--- src/rtl/instruction_encoder.sv ---
// Packs I/S/B-format instruction fields into 32-bit words and tags each one
// with a sequential word address for an instruction-memory loader.
module instruction_encoder #(
    parameter int IMMSIZE    = 32,
    parameter int ADDR_WIDTH = 10
) (
    input  logic                  clk,
    input  logic                  rst,
    input  logic                  clear,
    input  logic                  in_valid,
    output logic                  in_ready,
    input  logic [1:0]            fmt,
    input  logic [6:0]            opcode,
    input  logic [2:0]            funct3,
    input  logic [4:0]            rd,
    input  logic [4:0]            rs1,
    input  logic [4:0]            rs2,
    input  logic [IMMSIZE-1:0]    imm,
    output logic                  out_valid,
    input  logic                  out_ready,
    output logic [31:0]           out_instr,
    output logic [ADDR_WIDTH-1:0] out_addr,
    output logic                  err_pulse,
    output logic                  err_sticky
);

    logic [ADDR_WIDTH-1:0] addr_cnt;
    logic [ADDR_WIDTH-1:0] cnt_next;
    logic [31:0]           enc_word;
    logic                  enc_ok;
    logic                  fits_12;
    logic                  fits_13;
    logic                  accept;
    logic                  handshake;

    assign in_ready  = !rst && !clear && (!out_valid || out_ready);
    assign accept    = in_valid && in_ready;
    assign handshake = out_valid && out_ready;
    assign cnt_next  = handshake ? addr_cnt + ADDR_WIDTH'(1) : addr_cnt;

    // Sign-extension checks: all bits above the encodable field must match.
    assign fits_12 = (&imm[IMMSIZE-1:11]) || !(|imm[IMMSIZE-1:11]);
    assign fits_13 = ((&imm[IMMSIZE-1:12]) || !(|imm[IMMSIZE-1:12])) && !imm[0];

    always_comb begin
        enc_word = '0;
        enc_ok   = 1'b0;
        case (fmt)
            2'd0: begin
                enc_word = {imm[11:0], rs1, funct3, rd, opcode};
                enc_ok   = fits_12;
            end
            2'd1: begin
                enc_word = {imm[11:5], rs2, rs1, funct3, imm[4:0], opcode};
                enc_ok   = fits_12;
            end
            2'd2: begin
                enc_word = {imm[12], imm[10:5], rs2, rs1, funct3, imm[4:1], imm[11], opcode};
                enc_ok   = fits_13;
            end
            default: begin
                enc_word = '0;
                enc_ok   = 1'b0;
            end
        endcase
    end

    // A rejected request is swallowed here: only the error flags react to it.
    always_ff @(posedge clk) begin
        if (rst) begin
            out_valid  <= 1'b0;
            out_instr  <= '0;
            out_addr   <= '0;
            addr_cnt   <= '0;
            err_pulse  <= 1'b0;
            err_sticky <= 1'b0;
        end else if (clear) begin
            out_valid  <= 1'b0;
            out_instr  <= '0;
            out_addr   <= '0;
            addr_cnt   <= '0;
            err_pulse  <= 1'b0;
            err_sticky <= 1'b0;
        end else begin
            addr_cnt  <= cnt_next;
            err_pulse <= accept && !enc_ok;
            if (accept && !enc_ok) begin
                err_sticky <= 1'b1;
            end
            if (accept && enc_ok) begin
                out_valid <= 1'b1;
                out_instr <= enc_word;
                out_addr  <= cnt_next;
            end else if (handshake) begin
                out_valid <= 1'b0;
                out_instr <= '0;
            end
        end
    end

endmodule

--- config.mk ---
export PLATFORM = sky130hd
export DESIGN_NAME = instruction_encoder
export DESIGN_NICKNAME = d
export VERILOG_FILES = /design/src/rtl/instruction_encoder.sv
export SDC_FILE = /design/constraint.sdc
export NUM_CORES = 1
export LEC_CHECK = 0
export BUFFER_PORTS_ARGS = -buffer_cell sky130_fd_sc_hd__buf_4
export CORE_ASPECT_RATIO = 0.7
export CORE_UTILIZATION = 25
export CTS_CLUSTER_SIZE = 30
export DETAILED_ROUTE_END_ITERATION = 10
export MAX_ROUTING_LAYER = met4
export PLACE_DENSITY = 0.58
export SYNTH_ARGS = -nofsm -noshare
export SYNTH_HDL_FRONTEND = slang
export SYNTH_SLANG_ARGS = --single-unit
--- constraint.sdc ---
create_clock -name clk -period 3 [get_ports clk]
set_input_delay 0.45 -clock clk [delete_from_list [all_inputs] [get_ports clk]]
set_output_delay 0.45 -clock clk [all_outputs]
set_load 0.02 [all_outputs]
* After elaboration in Yosys (flattened, before gate mapping) *
Index checks and enable logic that the tools add are counted.

cells by class
  add/subtract/negate cells = 1
  equal/unequal tests = 2
  mux-type cells = 7
  reduce and logical (&&, ||, !) cells = 25

operators with widths
  operator                                        number
  one-hot mux 32 bit (3 select lines)             1
  2-to-1 mux 32 bit                               2
  AND reduction 21 bit                            1
  OR reduction 21 bit                             1
  AND reduction 20 bit                            1
  OR reduction 20 bit                             1
  adder 10 x 1 -> 10 bit (second input constant)  1
  2-to-1 mux 10 bit                               1
  logical AND 1 bit                               7
  zero test 1 bit                                 7
  OR reduction 2 bit                              2
  logical OR 1 bit                                3
  == test 2 x 1 -> 1 bit (second input constant)  1
  == test 2 bit (second input constant)           1
  zero test 2 bit                                 1
  2-to-1 mux 1 bit                                2
  one-hot mux 1 bit (2 select lines)              1
  nonzero test 2 bit                              1

storage, ports and cells
  register bits = 55
  bits of input ports = 64
  output and inout port bits = 46
  logic and storage cells = 41

* Depth between registers and ports, before layout *
Gate-level depths: netlist of the first run.

  word-level depth = 7
  mapped depth = 7
  depth with buffers taken out = 5

* Worst setup path before layout of the first run *
OpenSTA, ideal clock, no wires.

  kind = input -> register
  start point = in clear
  end point = reg out_addr[0]
  library setup time = 123 ps
  arrival = 2337 ps
  required time = 2877 ps
  setup slack = 540 ps
  cell stages on the path = 7
  path buffers = 2
  path through = or2_1 clkbuf_1 or3_4 or4_1 nand4_4 buf_8 mux2_1

between the ends
  longest elaborated chain between the ends = 5
  elaborated cells on any way between the ends = 6
  classes of those cells = reduce/logical (6)

RTL lines
  what                            RTL line  source
  from (decl)                     9         input logic clear,
  zero test 1 bit                 36        assign in_ready = !rst && !clear && (!out_valid || out_ready);
  logical AND 1 bit (2 in a row)  36
  logical AND 1 bit               37        assign accept = in_valid && in_ready;
  logical AND 1 bit               90        if (accept && enc_ok) begin
  to (signal assigned)            93        out_addr <= cnt_next;
  to (decl)                       22        output logic [ADDR_WIDTH-1:0] out_addr,

Parallel ways exist; a longest one is shown, timed or not.
A chain may end at the register's enable or synchronous reset.

* Final worst setup path of the first run *
  start point = in clear
  end point = reg out_instr[5]

between the ends
  longest elaborated chain between the ends = 6
  elaborated cells on any way between the ends = 8
  classes of those cells = mux (1); reduce/logical (7)

RTL lines
  what                                                            RTL line  source
  zero test 1 bit                                                 36
  logical AND 1 bit (2 in a row)                                  36
  logical AND 1 bit                                               37
  logical AND 1 bit                                               90
  2-to-1 mux 32 bit / nonzero test 2 bit (equally long branches)  n/a
  to (signal assigned)                                            92        out_instr <= enc_word;
  to (decl)                                                       21        output logic [31:0] out_instr,

Parallel ways exist; a longest one is shown, timed or not.

==> key figures, run 1 <==
Worst setup path
  • Crit path arrival time: 2620 ps
  • CP Cell Sequence: buf_4, or2_1, or3_4, or4_4, nand4_4, buf_12, mux2i_1
  • Crit path capture type: flip-flop
  • Critical Path Start Type: primary input
  • Required @ worst endpoint: 3210 ps
  • Reg2reg path depth: 6
  • Setup CP Type: in2reg
  • Crit Path Max Fanout: 23
  • Max stage delay on crit path: 550 ps
  • Slowest-stage cell, CP: or4_4

Detailed routing
  • Via/cell ratio: 4.48
  • Drt wl/cell: 12.6 um
  • DRC errors left: 0
  • Vias after detailed routing: 2354
  • Iter 0 DRT Violations: 69
  • DRT antenna net count: 0
  • DRT Wirelength: 6610 um
  • TritonRoute pass-1 iters: 3

Global routing
  • Largest net degree at the start of global routing: 33
  • Total track usage: 0.124
  • Grt total ovfl: 0
  • Vias in the first global route: 2262
  • Initial antenna violation count: 0
  • Global-route wire length before repair: 10800 um

Synthesis
  • Synth area leader: dfxtp_1
  • Mapped Cells: 294
  • Synth cell count leaders: 70 x nand2_1, 55 x dfxtp_1, 39 x mux2i_1, 14 x clkbuf_1, 14 x nor2_1
  • Synth Area in Compound Gates: 0.0419
  • Syn Std Cell Area: 2630 sq um
  • Top cell type's share of synthesized area: 0.419
  • Post-Syn Area per Cell: 8.93 sq um
  • Yosys warning count: 0
  • FF+latch count, synth: 55
  • Post-synth EDFFs: 0
  • Primary FF master, synth: dfxtp_1
  • Post-synthesis mux area share: 0.209
  • Top-count cell post-synth: nand2_1
  • Syn nets: 359
  • Top post-synthesis cells by area: dfxtp_1 42%, mux2i_1 15%, nand2_1 10%
  • Synth Area in XOR/XNOR: 0.0300
  • Post-synthesis async set-or-reset flop share: 0
  • Netlist cell types: 35
  • Simple-gate share of the synthesized area: 0.250
  • Combinational family with the most area after synthesis: simple AND/OR/NAND/NOR gates
  • Post-Synth Adder-Cell Area: 0.00476
  • Sequential fraction of the synthesis area: 0.419

Floorplan
  • Die W: 125 um
  • Cell Rows: 30
  • Chip height: 87.8 um
  • Core area: 9950 sq um
  • Initial core utilization: 0.264
  • Full die area: 10900 sq um
  • # IOs: 110

Placed design
  • Detailed placement HPWL: 5040 um
  • Placed instance area: 3560 sq um
  • Final GP Congestion: 0.776
  • PortBufs: 109
  • Placement Setup Slack: 279 ps

STA
  • Fin. Hold Viols: 0
  • Tightest Pin Transition: 613 ps
  • Min Tclk post-route: 2410 ps
  • Worst setup margin: 593 ps
  • Max Fclk: 0.415 GHz
  • Final setup viols: 0
  • Relative slew slack: 0.590
  • Total Neg Setup Slack: 0 ps
  • Crit share post-route: 0.802
  • Final Max Tran Viols: 0
  • Final Skew: 7.82 ps
  • RSZ-0062 raised after global routing: no

Power
  • Leak pwr: 0.00154 uW
  • IR drop worst, VDD: 0.197 mV
  • Pint: 1230 uW
  • P_sw: 329 uW
  • Logic pwr share: 0.092
  • Sw frac: 0.211
  • Register share of total power: 0.469
  • Clock Power Share: 0.439
  • Pwr dens: 417 nW/um^2

Clocking
  • Post-CTS Setup Bufs: 0
  • Worst-skew pair later-pin latency: 290 ps
  • TritonCTS clock tree: yes
  • H-tree level count: 2
  • Root Buffer: clkbuf_16
  • Cts bufs inserted: 5
  • Worst-path clk slew: 70 ps
  • CTS Hold Bufs: 0
  • Post-CTS Resized: 0
  • Max Root-Sink Buffers: 2
  • Clock Sinks: 55

Min path
  • Hold path cells: 3
  • Hold crit path type: in2reg

Run status
  • Status: complete, no violations

Cells and area
  • Total Nets Final: 461
  • Final core occ: 0.375
  • Antenna Cells: 0
  • Final instance area: 3730 sq um
  • Fillers: 1042
  • Share of cells above drive strength 1: 0.343
  • Area grow syn2layout: 42.2%

Flow run
  • Max Cap Viol: 0
==> power by group through the flow <==
stage / Clock, uW / Sequential, uW / Combinational [uW]
after floorplan: 0 / 750 / 53.9
after global placement: 0 / 748 / 143
after detailed placement: 0 / 748 / 146
after CTS: 709 / 731 / 146
after global routing: 740 / 731 / 159
final: 684 / 731 / 144
==> cell usage in the layout (no fill, tap or decap), types with 2 or more instances in the layout <==
master,instances
nor2b_1,3
buf_4,112
dfxtp_1,55
nor2_1,12
nor4_1,6
xor2_1,8
mux2i_1,39
nand2_1,70
and4_1,2
and2_1,12
nand3_1,7
nor3_1,2
clkbuf_16,5
mux2_2,7
inv_1,5
or2_2,2
o21ai_0,12
o211ai_1,4
nand4_1,7
mux2_1,7
==> kinds of logic (layout without fill, tap and decap cells) <==
kind of cell    count (synthesis)  after routing
flops                          55             55
simple gates                  134            134
buf+inv                        23            126
compound gates                 19             19
xor+xnor                        9              9
fa+ha+maj                       1              1
mux                            53             53
==> critical path, delay by kind of cell <==
family	cells	cell delay, ps
buf+inv	2	380
mux	1	210
simple gates	4	1550
==> metrics by stage <==
stage               hold WS, ps  power (uW)  std cells
detailed placement          447         894        517
global route                411        1630        525
finish                      416        1560        525
global placement            446         891        517
CTS                         412        1590        525
floorplan                   489         804        294
==> layout make-up <==
type / instances / area [sq um] / share of cell area
tap: 128 / 160 / 0.0429
timing repair buffer: 113 / 861 / 0.231
clock buffer: 6 / 139 / 0.0372
clock inverter: 2 / 38.8 / 0.0104
inverter: 5 / 18.8 / 0.00503
sequential: 55 / 1100 / 0.295
multi-input combinational: 216 / 1420 / 0.379
==> per-layer routing <==
metal	share of wire	up-vias	routed length, um	track usage
met1	0.49	1081	3250	0.156
li1	-	1204	-	-
met5	0	-	0	-
met2	0.45	67	2980	0.203
met3	0.054	2	360	0.0330
met4	0.0036	0	24	0.0197
==> path summary, 6_finish.rpt <==
check / from / to / slack [ps]
worst max-delay path: clear / out_instr[5] / 590
worst min register to register: out_instr[23] / out_instr[23] / 460
worst min-delay path: rs1[3] / out_instr[18] / 420
worst max register to register: out_valid / out_instr[5] / 650
==> state kept, by name, summed over array words and instances (netlist names) <==
signal and count:
out_instr 32, out_valid 1, out_addr 10, err_pulse 1, addr_cnt 10, err_sticky 1
No activity file was read; power rests on OpenSTA's default activity.
==> run 2, diff against run 1 <==
==> constraint.sdc (replaced) <==
create_clock -name clk -period 2.5 [get_ports clk]
set_input_delay 0.375 -clock clk [delete_from_list [all_inputs] [get_ports clk]]
set_output_delay 0.375 -clock clk [all_outputs]
set_load 0.02 [all_outputs]
==> run 2 against run 1 <==
  * Utilization increased by 0.59 points
  * Cell count increased by 1.3%
  * Combinational power increased by 22%
  * Register-to-register slack got worse by 320 ps
  * Wire length increased by 1.3%
  * Sequential cell count unchanged
  * Hold slack got worse by 82 ps
  * Global-route usage increased by 0.69 points
  * Critical path depth decreased by 1
==> key figures, run 2 (synthesized netlist as in run 1, its figures left out) <==
Run status
  • Status: complete, no violations

Worst setup path
  • Crit path arrival time: 2400 ps (-220 ps)
  • Max stage delay on crit path: 560 ps (about the same)
  • Worst reg2reg startpoint: out_valid
  • CP Cell Sequence: nor2b_1, or3_4, or4_4, nand4_4, buf_4, mux2i_1
  • R2R setup slack: 330 ps (-320 ps)
  • Setup CP Type: reg2reg
  • Required @ worst endpoint: 2730 ps (-480 ps)
  • Critical Path Start Type: flip-flop
  • Sum of buffers and inverters on the critical path: 1 (-1)
  • Slowest-stage cell, CP: or4_4
  • Crit path capture type: flip-flop
  • Reg-to-Reg End: out_instr[15]
  • Crit Path Max Fanout: 15 (-35%)
  • Reg2reg path depth: 6 (unchanged)
  • Delay-heaviest family, CP: simple AND/OR/NAND/NOR gates

Clocking
  • Clock Sinks: 55 (unchanged)
  • CTS Hold Bufs: 0 (unchanged)
  • Worst-skew pair later-pin latency: 300 ps (about the same)
  • Root Buffer: clkbuf_16
  • H-tree level count: 2 (unchanged)
  • TritonCTS clock tree: yes
  • Post-CTS Resized: 0 (unchanged)
  • Cts bufs inserted: 5 (unchanged)
  • Post-CTS Setup Bufs: 0 (unchanged)
  • Worst-path clk slew: 80 ps (about the same)
  • Max Root-Sink Buffers: 2 (unchanged)

Placed design
  • Detailed placement HPWL: 5060 um (+0.35%)
  • PortBufs: 109 (unchanged)
  • Final GP Congestion: 0.746 (-3.9%)

Min path
  • Hold path cells: 3 (unchanged)
  • Hold_sp: rs1[4]
  • Hold crit path type: in2reg
  • Worst hold path endpoint: out_instr[19]

Cells and area
  • Most frequent cells in the layout: 118 x buf_4, 70 x nand2_1, 55 x dfxtp_1, 39 x mux2i_1
  • Biggest register: out_instr
  • Commonest non-fill, non-tap cell in the layout: buf_4
  • Fillers: 1002 (-3.8%)
  • Total Nets Final: 468 (+1.5%)
  • Sequential Area: 1100 sq um (unchanged)
  • Share of cells above drive strength 1: 0.354 (+0.0114)
  • Final core occ: 0.381 (+0.00591)
  • Max FFs per register: 32 (unchanged)
  • Area grow syn2layout: 44.4%
  • Antenna Cells: 0 (unchanged)
  • Biggest registers after layout: out_instr x32, addr_cnt x10, out_addr x10
  • Area of the multi-input gates: 1420 sq um (unchanged)

STA
  • Final Max Tran Viols: 0 (unchanged)
  • Final Skew: 6.36 ps (-1.46 ps)
  • Final setup viols: 0 (unchanged)
  • Crit share post-route: 0.870
  • Relative slew slack: 0.582 (-0.00816)
  • Tightest Pin Transition: 626 ps (+12.2 ps)
  • RSZ-0062 raised after global routing: no
  • Max Fclk: 0.460 GHz
  • Fin. Hold Viols: 0 (unchanged)
  • Hold slack: 334 ps (-82.5 ps)
  • Min Tclk post-route: 2170 ps

Floorplan
  • Core area: 9950 sq um (unchanged)
  • # IOs: 110 (unchanged)
  • Initial core utilization: 0.264 (unchanged)
  • Chip height: 87.8 um (unchanged)
  • Die W: 125 um (unchanged)
  • Cell Rows: 30 (unchanged)
  • Full die area: 10900 sq um (unchanged)

Flow run
  • Max Cap Viol: 0 (unchanged)

Detailed routing
  • Vias after detailed routing: 2357 (+0.13%)
  • DRC errors left: 0 (unchanged)
  • Via/cell ratio: 4.43 (-1.2%)
  • Iter 0 DRT Violations: 45 (-35%)
  • DRT antenna net count: 0 (unchanged)
  • Drt wl/cell: 12.6 um (about the same)
  • TritonRoute pass-1 iters: 4 (+1)
  • DRT Wirelength: 6700 um (+1.3%)

Global routing
  • Grt total ovfl: 0 (unchanged)
  • Initial antenna violation count: 0 (unchanged)
  • Global-route wire length before repair: 11100 um (+2.3%)
  • Largest net degree at the start of global routing: 33 (unchanged)
  • Vias in the first global route: 2260 (-0.088%)
  • Total track usage: 0.131 (+0.00690)

Power
  • IR drop worst, VDD: 0.245 mV (+24%)
  • Pwr dens: 492 nW/um^2 (+18%)
  • Leak pwr: 0.00157 uW (+2.1%)
## run 2: changes by cell type in the layout (fill, tap and decap cells not counted), sizes merged
cell      delta
clkbuf       -1
clkinvlp     +1
buf          +7
## run 2: through the flow
step / TNS (ps) / cells / total power [uW] / area, sq um / setup WS, ps
floorplan: 0 / 294 / 965 / 2630 / 115
global placement: 0 / 524 / 1070 / 3620 / 25.1
detailed placement: -3.36 / 524 / 1080 / 3620 / -3.36
CTS: 0 / 532 / 1910 / 3790 / 296
global route: 0 / 532 / 1960 / 3790 / 200
finish: 0 / 532 / 1870 / 3790 / 326
## run 2: routing by layer
layer | global-route usage | vias up | part of all wire
met5 | - | - | 0
met4 | 0.0394 | 0 | 0.011
met3 | 0.0422 | 6 | 0.071
met2 | 0.205 | 72 | 0.44
met1 | 0.161 | 1062 | 0.48
li1 | - | 1217 | -
## run 2: layout make-up
type / instances / share of cell area
well taps: 128 / 0.0422
clock buffers: 5 / 0.0330
clock inverters: 3 / 0.0122
flip-flops and latches: 55 / 0.290
multi-input cells: 216 / 0.373
repair buffers: 120 / 0.244
inverters: 5 / 0.00495
## run 2: worst min-delay path, delay by kind of cell
family        cells  cell delay (ps)
buf+inv           1              110
mux               1               60
simple gates      1               50
## run 2: how the worst max path moves through the flow
stage | slack [ps] | endpoint | startpoint | depth (start not counted)
after floorplan | 110 | out_addr[0] | clear | 7
after global placement | 30 | out_addr[4] | clear | 6
after detailed placement | -3 | out_instr[15] | clear | 7
after CTS | 300 | out_instr[15] | out_valid | 6
after global routing | 200 | out_instr[18] | out_valid | 6
final | 330 | out_instr[15] | out_valid | 6
## run 2: power breakdown
part,total [uW],leakage [uW],internal (uW),switching (uW)
logic,176,0.00105,97.5,78.3
registers,877,0.000443,877,0.623
clock network,812,0.0000804,477,335
==> run 3, diff against run 2 <==
==> constraint.sdc (replaced) <==
create_clock -name clk -period 2.1 [get_ports clk]
set_input_delay 0.315 -clock clk [delete_from_list [all_inputs] [get_ports clk]]
set_output_delay 0.315 -clock clk [all_outputs]
set_load 0.02 [all_outputs]
==> run 3 against run 2 <==
  * First-iteration DRC count is 82% higher
  * Combinational power is 23% higher
  * Sequential cell count stayed put
  * Highest routed layer unchanged
  * Via count hardly changed
  * Critical path depth stayed put
  * Cell count is 0.75% higher
  * Clock skew hardly changed
  * Hold slack worse by 57 ps
  * Wire length is 1.4% lower
  * Largest power group unchanged
  * Clock power is 2% higher
  * Sequential share of layout area is 0.19 points lower
==> key figures, run 3 (synthesized netlist as in run 1, its figures left out) <==
Cells and area
  • Total Nets Final: 472 (+0.85%)
  • Non-Filler Instances: 536 (+0.75%)
  • Biggest register: out_instr
  • Fillers: 1033 (+3.1%)
  • Biggest registers after layout: out_instr x32, addr_cnt x10, out_addr x10
  • Most frequent cells in the layout: 121 x buf_4, 70 x nand2_1, 55 x dfxtp_1, 39 x mux2i_1
  • Share of cells above drive strength 1: 0.363 (+0.00878)
  • Sequential Area: 1100 sq um (unchanged)
  • Area grow syn2layout: 45.4%
  • Max FFs per register: 32 (unchanged)
  • Commonest non-fill, non-tap cell in the layout: buf_4
  • Final instance area: 3820 sq um (+0.66%)
  • Area of the multi-input gates: 1420 sq um (+0.44%)
  • Antenna Cells: 0 (unchanged)

Detailed routing
  • TritonRoute pass-1 iters: 4 (unchanged)
  • Drt wl/cell: 12.3 um (-2.1%)
  • Vias after detailed routing: 2359 (+0.085%)
  • DRT antenna net count: 0 (unchanged)
  • Iter 0 DRT Violations: 82 (+82%)
  • DRT Wirelength: 6600 um (-1.4%)
  • DRC errors left: 0 (unchanged)
  • Via/cell ratio: 4.40 (-0.66%)

Worst setup path
  • R2R setup slack: 100 ps (-220 ps)
  • Critical Path End: out_addr[3]
  • Reg-to-Reg End: out_addr[3]
  • Critical Path Start Type: flip-flop
  • Max stage delay on crit path: 430 ps (-130 ps)
  • Crit path arrival time: 2170 ps (-230 ps)
  • Crit Path Max Fanout: 12 (-3)
  • Crit path capture type: flip-flop
  • Setup CP Type: reg2reg
  • Reg2reg path depth: 6 (unchanged)
  • Worst reg2reg startpoint: out_valid
  • Slowest-stage cell, CP: or4_4
  • Crit path from: out_valid
  • Required @ worst endpoint: 2270 ps (-460 ps)
  • CP Cell Sequence: nor2b_1, or3_4, or4_4, nand4_4, buf_12, mux2_2

STA
  • Hold slack: 277 ps (-57.2 ps)
  • Relative slew slack: 0.739 (+0.157)
  • Final setup viols: 0 (unchanged)
  • Max Fclk: 0.500 GHz (+8.8%)
  • Final Skew: 6.71 ps (+0.350 ps)
  • Min Tclk post-route: 2000 ps (-176 ps)
  • Final Max Tran Viols: 0 (unchanged)
  • Crit share post-route: 0.952 (+0.0820)
  • Fin. Hold Viols: 0 (unchanged)
  • Tightest Pin Transition: 390 ps (-235 ps)
  • RSZ-0062 raised after global routing: no
  • Total Neg Setup Slack: 0 ps (unchanged)

Placed design
  • Placed instance area: 3670 sq um (+1.3%)
  • Final GP Congestion: 0.814 (+9.1%)
  • Detailed placement HPWL: 5090 um (+0.64%)
  • PortBufs: 109 (unchanged)
  • # placed instances: 528 (+0.76%)

Global routing
  • Largest net degree at the start of global routing: 33 (unchanged)
  • Vias in the first global route: 2264 (+0.18%)
  • Initial antenna violation count: 0 (unchanged)
  • Grt total ovfl: 0 (unchanged)
  • Global-route wire length before repair: 11000 um (-1.2%)
  • GR Util met3: 0.0244 (-0.0177)
  • Total track usage: 0.125 (-0.00636)
  • Grt met2 use: 0.190 (-0.0156)
  • Grt peak-use layer: met2
  • Met1 usage: 0.172 (+0.0117)

Floorplan
  • Initial core utilization: 0.264 (unchanged)
  • Cell Rows: 30 (unchanged)
  • Die W: 125 um (unchanged)
  • Full die area: 10900 sq um (unchanged)
  • Core area: 9950 sq um (unchanged)
  • Chip height: 87.8 um (unchanged)
  • # IOs: 110 (unchanged)

Min path
  • Hold crit path type: in2reg

Power
  • Sw frac: 0.230 (+0.00774)
  • IR drop worst, VDD: 0.249 mV (+1.8%)
  • P_sw: 481 uW (+16%)
  • Logic pwr share: 0.103 (+0.009)
  • Leak pwr: 0.00159 uW (+1.1%)
  • Final Power: 2090 uW (+12%)
  • Clock Power Share: 0.398 (-0.037)
  • Pint: 1610 uW (+11%)
  • Pwr dens: 548 nW/um^2 (+11%)
  • Register share of total power: 0.499 (+0.029)

Clocking
  • Root Buffer: clkbuf_16
  • CTS Hold Bufs: 0 (unchanged)
  • Post-CTS Setup Bufs: 0 (unchanged)
  • Worst-path clk slew: 70 ps (about the same)
  • TritonCTS clock tree: yes
  • Post-CTS Resized: 0 (unchanged)
  • Cts bufs inserted: 5 (unchanged)
  • Worst-skew pair later-pin latency: 290 ps (about the same)
  • Clock Sinks: 55 (unchanged)
  • H-tree level count: 2 (unchanged)
  • Max Root-Sink Buffers: 2 (unchanged)

Flow run
  • Max Cap Viol: 0 (unchanged)

Run status
  • Status: complete, no violations
## run 3: final cells by class
type,instances,share of cell area
Timing Repair Buffer,124,0.254
Clock buffer,5,0.0328
Multi-Input combinational cell,216,0.372
Clock inverter,3,0.00590
Tap cell,128,0.0420
Inverter,5,0.00492
Sequential cell,55,0.288
## run 3: critical path, delay by kind of cell, from the launching register on
kind / cells / cell delay (ps)
AND/OR/NAND/NOR: 4 / 1060
buffers and inverters: 1 / 160
flip-flops: 1 / 320
multiplexers: 1 / 340
## run 3: how the worst min path moves through the flow
stage                  from             to  slack, ps  depth (start not counted)
2_1_floorplan     opcode[0]   out_instr[0]        460                          2
3_3_place_gp   out_instr[9]   out_instr[9]        440                          2
3_5_place_dp   out_instr[4]   out_instr[4]        450                          2
4_1_cts           funct3[1]  out_instr[13]        270                          3
5_1_grt           funct3[1]  out_instr[13]        280                          3
6_report          funct3[1]  out_instr[13]        280                          3
## run 3: power by group through the flow
stage / Combinational (uW) / Sequential [uW] / Clock, uW
after floorplan: 78.7 / 1070 / 0
after global placement: 215 / 1070 / 0
after detailed placement: 219 / 1070 / 0
after CTS: 219 / 1040 / 869
after global routing: 240 / 1040 / 908
final: 216 / 1040 / 832
## run 3: metal layers
metal,part of all wire,vias up
li1,-,1222
met3,0.049,2
met2,0.44,78
met4,0.0050,0
met5,0,-
met1,0.51,1057
## run 3: per-stage QoR
stage                util  worst slack (ps)
finish              0.384               101
global route        0.384              45.1
CTS                 0.384              91.6
detailed placement  0.369              -160
global placement    0.369              -139
floorplan               -              -101
